`config.mk`:
```
export PLATFORM = sky130hd
export DESIGN_NAME = sine_dds_ctrl_flat
export DESIGN_NICKNAME = d
export VERILOG_FILES = /design/src/rtl/sine_dds_if.sv /design/src/rtl/sine_dds_ctrl.sv /design/src/flat_wrapper.sv
export SDC_FILE = /design/constraint.sdc
export NUM_CORES = 1
export LEC_CHECK = 0
export ABC_AREA = 1
export CORE_MARGIN = 8
export CORE_UTILIZATION = 42
export DETAILED_ROUTE_END_ITERATION = 16
export GPL_ROUTABILITY_DRIVEN = 0
export PLACE_DENSITY = 0.72
export SLEW_MARGIN = 5
export SYNTH_ARGS = -nofsm -noshare
export SYNTH_HDL_FRONTEND = slang
export SYNTH_SLANG_ARGS = --single-unit
```
`constraint.sdc`:
```
create_clock -name clk -period 2.06 [get_ports clk]
set_input_delay 0.618 -clock clk [delete_from_list [all_inputs] [get_ports clk]]
set_output_delay 0.618 -clock clk [all_outputs]
set_load 0.01 [all_outputs]
```
`src/rtl/sine_dds_if.sv`:
```
// Control, ROM lookup and sample-stream signals of the sine DDS sequencer.
// The sequencer takes the master side. The controlling block, the ROM and the sink take the slave side.
interface sine_dds_if #(
   parameter int PHASE_WIDTH = 32,
   parameter int ADDR_WIDTH  = 8,
   parameter int DATA_WIDTH  = 16,
   parameter int COUNT_WIDTH = 16
);
   logic                          start;
   logic                          stop;
   logic [PHASE_WIDTH-1:0]        tune_word;
   logic [PHASE_WIDTH-1:0]        phase_offset;
   logic [COUNT_WIDTH-1:0]        num_samples;
   logic [ADDR_WIDTH-1:0]         lut_addr;
   logic signed [DATA_WIDTH-1:0]  lut_sample;
   logic                          m_valid;
   logic                          m_ready;
   logic signed [DATA_WIDTH-1:0]  m_data;
   logic                          busy;
   logic                          done;

   modport master (
      input  start, stop, tune_word, phase_offset, num_samples, lut_sample, m_ready,
      output lut_addr, m_valid, m_data, busy, done
   );

   modport slave (
      output start, stop, tune_word, phase_offset, num_samples, lut_sample, m_ready,
      input  lut_addr, m_valid, m_data, busy, done
   );
endinterface

```
`src/rtl/sine_dds_ctrl.sv`:
```
// Phase-accumulator sequencer for a combinational sine ROM. It sends ROM samples into a valid/ready stream.
//   state | meaning
//   IDLE  | waiting for start; ROM address follows phase_offset
//   RUN   | streaming; lut_addr points at the sample after the one on m_data
module sine_dds_ctrl #(
   parameter int PHASE_WIDTH = 32,
   parameter int ADDR_WIDTH  = 8,
   parameter int DATA_WIDTH  = 16,
   parameter int COUNT_WIDTH = 16
) (
   input  logic       clk,
   input  logic       rst,
   sine_dds_if.master bus
);

   typedef enum logic {IDLE, RUN} state_t;

   state_t                        state_q, state_d;
   logic [PHASE_WIDTH-1:0]        acc_q, acc_d;
   logic [PHASE_WIDTH-1:0]        tune_q, tune_d;
   logic [PHASE_WIDTH-1:0]        offset_q, offset_d;
   logic [COUNT_WIDTH-1:0]        remaining_q, remaining_d;
   logic                          cont_q, cont_d;
   logic                          stop_pend_q, stop_pend_d;
   logic                          m_valid_q, m_valid_d;
   logic signed [DATA_WIDTH-1:0]  m_data_q, m_data_d;
   logic                          done_q, done_d;
   logic [PHASE_WIDTH-1:0]        phase_sel;
   logic                          handshake;
   logic                          last_hs;

   // Sum wraps modulo 2^PHASE_WIDTH; only the top bits form the ROM address.
   assign phase_sel = (state_q == RUN) ? (acc_q + offset_q) : bus.phase_offset;
   assign handshake = m_valid_q & bus.m_ready;

   assign bus.lut_addr = ADDR_WIDTH'(phase_sel >> (PHASE_WIDTH - ADDR_WIDTH));
   assign bus.m_valid  = m_valid_q;
   assign bus.m_data   = m_data_q;
   assign bus.busy     = (state_q == RUN);
   assign bus.done     = done_q;

   always_ff @(posedge clk) begin
      if (rst) begin
         state_q     <= IDLE;
         acc_q       <= '0;
         tune_q      <= '0;
         offset_q    <= '0;
         remaining_q <= '0;
         cont_q      <= 1'b0;
         stop_pend_q <= 1'b0;
         m_valid_q   <= 1'b0;
         m_data_q    <= '0;
         done_q      <= 1'b0;
      end else begin
         state_q     <= state_d;
         acc_q       <= acc_d;
         tune_q      <= tune_d;
         offset_q    <= offset_d;
         remaining_q <= remaining_d;
         cont_q      <= cont_d;
         stop_pend_q <= stop_pend_d;
         m_valid_q   <= m_valid_d;
         m_data_q    <= m_data_d;
         done_q      <= done_d;
      end
   end

   always_comb begin
      state_d     = state_q;
      acc_d       = acc_q;
      tune_d      = tune_q;
      offset_d    = offset_q;
      remaining_d = remaining_q;
      cont_d      = cont_q;
      stop_pend_d = stop_pend_q;
      m_valid_d   = m_valid_q;
      m_data_d    = m_data_q;
      done_d      = 1'b0;
      last_hs     = 1'b0;

      case (state_q)
         IDLE: begin
            if (bus.start) begin
               m_data_d    = bus.lut_sample;
               m_valid_d   = 1'b1;
               acc_d       = bus.tune_word;
               tune_d      = bus.tune_word;
               offset_d    = bus.phase_offset;
               remaining_d = bus.num_samples;
               cont_d      = (bus.num_samples == '0);
               stop_pend_d = 1'b0;
               state_d     = RUN;
            end
         end
         RUN: begin
            if (handshake) begin
               last_hs = stop_pend_q | bus.stop | (!cont_q && remaining_q == COUNT_WIDTH'(1));
               if (last_hs) begin
                  m_valid_d = 1'b0;
                  done_d    = 1'b1;
                  state_d   = IDLE;
               end else begin
                  m_data_d = bus.lut_sample;
                  acc_d    = acc_q + tune_q;
               end
               if (!cont_q) begin
                  remaining_d = remaining_q - COUNT_WIDTH'(1);
               end
            end else if (bus.stop) begin
               // The sample on m_data must still be accepted before the stream can end.
               stop_pend_d = 1'b1;
            end
         end
         default: state_d = IDLE;
      endcase
   end

endmodule

```
`src/flat_wrapper.sv`:
```
// flat-port wrapper written by rule: the top's interface ports become plain ports
module sine_dds_ctrl_flat 
#(
   parameter int PHASE_WIDTH = 32,
   parameter int ADDR_WIDTH  = 8,
   parameter int DATA_WIDTH  = 16,
   parameter int COUNT_WIDTH = 16
)
  (clk, rst, bus_start, bus_stop, bus_tune_word, bus_phase_offset, bus_num_samples, bus_lut_sample, bus_m_ready, bus_lut_addr, bus_m_valid, bus_m_data, bus_busy, bus_done);
  sine_dds_if #(.PHASE_WIDTH(PHASE_WIDTH), .ADDR_WIDTH(ADDR_WIDTH), .DATA_WIDTH(DATA_WIDTH), .COUNT_WIDTH(COUNT_WIDTH)) bus_i ();
  input  logic clk;
  input  logic rst;
  input wire logic [$bits(bus_i.start)-1:0] bus_start;
  input wire logic [$bits(bus_i.stop)-1:0] bus_stop;
  input wire logic [$bits(bus_i.tune_word)-1:0] bus_tune_word;
  input wire logic [$bits(bus_i.phase_offset)-1:0] bus_phase_offset;
  input wire logic [$bits(bus_i.num_samples)-1:0] bus_num_samples;
  input wire logic [$bits(bus_i.lut_sample)-1:0] bus_lut_sample;
  input wire logic [$bits(bus_i.m_ready)-1:0] bus_m_ready;
  output wire logic [$bits(bus_i.lut_addr)-1:0] bus_lut_addr;
  output wire logic [$bits(bus_i.m_valid)-1:0] bus_m_valid;
  output wire logic [$bits(bus_i.m_data)-1:0] bus_m_data;
  output wire logic [$bits(bus_i.busy)-1:0] bus_busy;
  output wire logic [$bits(bus_i.done)-1:0] bus_done;
  assign bus_i.start = bus_start;
  assign bus_i.stop = bus_stop;
  assign bus_i.tune_word = bus_tune_word;
  assign bus_i.phase_offset = bus_phase_offset;
  assign bus_i.num_samples = bus_num_samples;
  assign bus_i.lut_sample = bus_lut_sample;
  assign bus_i.m_ready = bus_m_ready;
  assign bus_lut_addr = bus_i.lut_addr;
  assign bus_m_valid = bus_i.m_valid;
  assign bus_m_data = bus_i.m_data;
  assign bus_busy = bus_i.busy;
  assign bus_done = bus_i.done;
  sine_dds_ctrl #(.PHASE_WIDTH(PHASE_WIDTH), .ADDR_WIDTH(ADDR_WIDTH), .DATA_WIDTH(DATA_WIDTH), .COUNT_WIDTH(COUNT_WIDTH)) u_core (.clk(clk), .rst(rst), .bus(bus_i));
endmodule
```
==> results.sh <==
export IMPL_run_status="finished, violations left"
export IMPL_violations="negative setup slack"
export IMPL_synth_mux_area_frac=0.00106
export IMPL_antenna_violations_before_repair=0
export IMPL_remaining_drc_errors=0
export IMPL_ctsHoldBuffers=0
export IMPL_grt_remaining_overflow=0
export IMPL_timing_final_max_slew_violations=0
export IMPL_most_common_cell_after_layout_fill_and_taps_aside="sky130_fd_sc_hd__nand2_1"
export IMPL_post_synth_num_cell_types=44
export IMPL_numPortBuffers=127
export IMPL_post_route_antenna_net_violation_count=0
export IMPL_chipHeight_um=166
export IMPL_yosysWarnings=0
export IMPL_num_nets_final=1943
export IMPL_fin_clk_skew_ns=0.0144
export IMPL_top_delay_family_on_crit_path="simple AND/OR/NAND/NOR gates"
export IMPL_worst_r2r_setup_slack_ns=0.03
export IMPL_share_of_the_synthesized_area_in_compound_gates_ao_oa_aoi_oai=0.158
export IMPL_leakage_nw=6.67
export IMPL_cp_required_ns=1.44
export IMPL_post_route_util=0.643
export IMPL_post_synthesis_cell_area_um2=9460
export IMPL_area_growth_synth_to_final_pct=52.0
export IMPL_post_synth_edffs=0
export IMPL_path_buf_inv=2
export IMPL_chipWidth_um=166
export IMPL_worst_path_largest_cell_delay_ns=0.38
export IMPL_worst_setup_path_type="reg2out"
export IMPL_cp_arrival_ns=2.28
export IMPL_grt_first_pass_wirelength_mm=52.5
export IMPL_cts_sinks=133
export IMPL_detailedPlacementHpwl_mm=23.4
export IMPL_critPathSlowestCell="sky130_fd_sc_hd__dfxtp_1"
export IMPL_initial_core_util=0.423
export IMPL_synth_net_count=1713
export IMPL_synth_seq_area_share=0.282
export IMPL_drive_gt1_frac=0.296
export IMPL_worst_ir_drop_vdd_v=0.000474
export IMPL_cts_tree="built"
export IMPL_worst_slew_pin_slew_ns=0.444
export IMPL_worst_case_setup_margin_in_the_final_layout_ns=-0.837
export IMPL_ctsLongestPathBuffers=2
export IMPL_crit_chain="ha_4 -> a21o_1 -> inv_1 -> o21ai_0 -> nor3_2 -> nand2_1 -> nand2_1 -> nand3_2 -> nand2_2 -> buf_6"
export IMPL_critical_path_max_fanout=5
export IMPL_synthesis_area_per_instance_um2=6.11
export IMPL_timing_final_setup_violations=8
export IMPL_asyncSetResetFlopFracSynth=0
export IMPL_timing_critical_path_mode_cell="sky130_fd_sc_hd__nand2_1"
export IMPL_timing_final_crit_period_ns=2.90
export IMPL_synthesis_instances=1548
export IMPL_finalHoldViolCount=0
export IMPL_grt_util_met3=0.0528
export IMPL_dr_first_iter_drc_count=859
export IMPL_achievable_frequency_mhz=345
export IMPL_die_area_um2=27600
export IMPL_clock_slew_seen_by_the_registers_of_the_worst_setup_and_hold_paths_ns=0.06
export IMPL_hold_path_class="reg2reg"
export IMPL_worstHoldEndpoint="u_core.stop_pend_q"
export IMPL_r2r_start="u_core.acc_q[0]"
export IMPL_detailroute_via_count=11310
export IMPL_timing_critical_path_to_type="primary output"
export IMPL_final_fill_count=1821
export IMPL_clock_tree_htree_level_count=4
export IMPL_rr_endpoint="u_core.acc_q[22]"
export IMPL_synth_seq_cells=133
export IMPL_cts_buffers=17
export IMPL_timing_slew_headroom=0.704
export IMPL_startpoint_type="flip-flop"
export IMPL_synthAdderAreaFrac=0.0855
export IMPL_worstSkewPairLatency_ns=0.44
export IMPL_holdWs_ns=0.462
export IMPL_drt_total_wl_mm=35.1
export IMPL_globalRouteTotalUtil=0.229
export IMPL_grt_start_max_net_pins=51
export IMPL_groute_layer_met2_usage=0.383
export IMPL_post_route_period_util=1.41
export IMPL_drv_max_cap_violation_count=0
export IMPL_yosys_area_share_simple=0.355
export IMPL_avgViaCountPerCell=5.45
export IMPL_pin_count=128
export IMPL_grt_setup_unrepaired="yes"
export IMPL_std_cell_rows=55
export IMPL_layout_cells_most_common_list="sky130_fd_sc_hd__nand2_1, sky130_fd_sc_hd__nor2_1, sky130_fd_sc_hd__inv_1"
export IMPL_pwr_density_cell_nw_per_um2=644
export IMPL_first_global_vias=10823
export IMPL_synth_xor_area_frac=0.0167
export IMPL_reg2reg_depth=14
export IMPL_clock_tree_root_cell="sky130_fd_sc_hd__clkbuf_16"
export IMPL_grt_met1_usage=0.279
export IMPL_holdPathStages=2
export IMPL_diodes=0
export IMPL_placeableCoreArea_um2=22400
export IMPL_wire_per_inst_um=16.9
export IMPL_synthFlopType="sky130_fd_sc_hd__dfxtp_1"
export IMPL_grt_busiest_layer="met2"
export IMPL_drt_pass1_iterations=8
export IMPL_hold_path_startpoint="u_core.stop_pend_q"
export IMPL_combinational_family_with_the_most_area_after_synthesis="simple AND/OR/NAND/NOR gates"
-- worst max-delay path by stage --
stage | startpoint | to | slack (ns) | depth (start not counted)
6_report | u_core.acc_q[26] | bus_lut_addr[5] | -0.84 | 10
5_1_grt | u_core.offset_q[6] | bus_lut_addr[3] | -0.96 | 12
4_1_cts | u_core.acc_q[1] | bus_lut_addr[1] | -0.74 | 12
3_5_place_dp | u_core.offset_q[26] | bus_lut_addr[6] | -0.78 | 10
3_3_place_gp | u_core.offset_q[6] | bus_lut_addr[3] | -0.76 | 12
2_1_floorplan | u_core.acc_q[18] | bus_lut_addr[7] | -0.01 | 10
-- layout make-up --
type	count	area, um2	area share
well taps	285	357	0.0248
clock inverters	15	203	0.0141
clock buffers	17	425	0.0296
inverters	188	706	0.0491
flip-flops and latches	133	2750	0.191
multi-input cells	1173	7520	0.523
repair buffers	265	2410	0.168
-- stage by stage --
stage	power, mW	setup TNS (ns)	instance area [um2]	setup slack (ns)	instances
CTS	8.83	-5.37	13400	-0.744	2068
global placement	5.23	-12.17	12000	-0.756	2028
finish	9.26	-6.10	14400	-0.837	2076
detailed placement	5.27	-13.24	12000	-0.777	2028
global route	9.65	-7.35	14400	-0.964	2076
floorplan	4.30	-0.0220	9610	-0.0115	1548
-- Yosys cell counts (4+ instances only) --
| master | n | area (um2) |
|---|---|---|
| sky130_fd_sc_hd__or2_0 | 5 | 31.3 |
| sky130_fd_sc_hd__xor2_1 | 13 | 114 |
| sky130_fd_sc_hd__inv_2 | 4 | 15.0 |
| sky130_fd_sc_hd__nor3_1 | 14 | 70.1 |
| sky130_fd_sc_hd__a21oi_1 | 108 | 541 |
| sky130_fd_sc_hd__or2_2 | 9 | 56.3 |
| sky130_fd_sc_hd__a21o_1 | 6 | 45.0 |
| sky130_fd_sc_hd__o221a_2 | 4 | 45.0 |
| sky130_fd_sc_hd__buf_2 | 15 | 75.1 |
| sky130_fd_sc_hd__nand3_1 | 108 | 541 |
| sky130_fd_sc_hd__and2_1 | 4 | 25.0 |
| sky130_fd_sc_hd__ha_1 | 63 | 788 |
| sky130_fd_sc_hd__o211ai_1 | 9 | 67.6 |
| sky130_fd_sc_hd__xnor2_1 | 5 | 43.8 |
| sky130_fd_sc_hd__dfxtp_1 | 133 | 2660 |
| sky130_fd_sc_hd__o21bai_1 | 5 | 37.5 |
| sky130_fd_sc_hd__o21ai_0 | 128 | 641 |
| sky130_fd_sc_hd__buf_6 | 4 | 45.0 |
| sky130_fd_sc_hd__clkbuf_1 | 29 | 109 |
| sky130_fd_sc_hd__nor4_1 | 10 | 62.6 |
| sky130_fd_sc_hd__nand3b_1 | 5 | 37.5 |
| sky130_fd_sc_hd__nand4_1 | 9 | 56.3 |
| sky130_fd_sc_hd__nand2_1 | 399 | 1500 |
| sky130_fd_sc_hd__inv_1 | 184 | 691 |
| sky130_fd_sc_hd__nor2_1 | 246 | 923 |
-- worst min-delay path: stages, from the launching register on --
cell and delay (ns):
sky130_fd_sc_hd__dfxtp_1 0.31, sky130_fd_sc_hd__nand2_1 0.06, sky130_fd_sc_hd__a21oi_1 0.05
-- power breakdown --
group          internal (mW)  total [mW]  leakage, nW  switching, mW
clock network           2.03        3.34        0.292           1.31
registers               2.81        3.03         1.12          0.223
logic                   1.34        2.89         5.26           1.54
total                   6.18        9.26         6.67           3.07
-- per-layer routing --
metal	vias to the layer above	wire, um
met1	5195	14300
met4	0	1570
li1	5462	-
met3	135	2820
met2	518	16400
met5	-	0
-- cells by family after synthesis --
kind of cell | count (synthesis)
AO/OA/AOI/OAI | 274
XOR/XNOR | 18
flip-flops | 133
buffers and inverters | 242
multiplexers | 1
AND/OR/NAND/NOR | 816
adder cells (fa/ha/maj) | 64
-- flip-flops by register name, indices dropped and copies added (netlist names) --
signal / cells
u_core.acc_q: 32
u_core.bus.busy: 1
u_core.bus.done: 1
u_core.bus.m_data: 16
u_core.bus.m_valid: 1
u_core.cont_q: 1
u_core.offset_q: 32
u_core.remaining_q: 16
u_core.stop_pend_q: 1
u_core.tune_q: 32
-- what timing repair did --
item                       CTS  global route
setup endpoints to repair   31            36
gates cloned                 0             0
pin swaps                   42            96
gates resized for setup    202           215
setup buffers                8            10
Power figures use the tool's default switching activity.
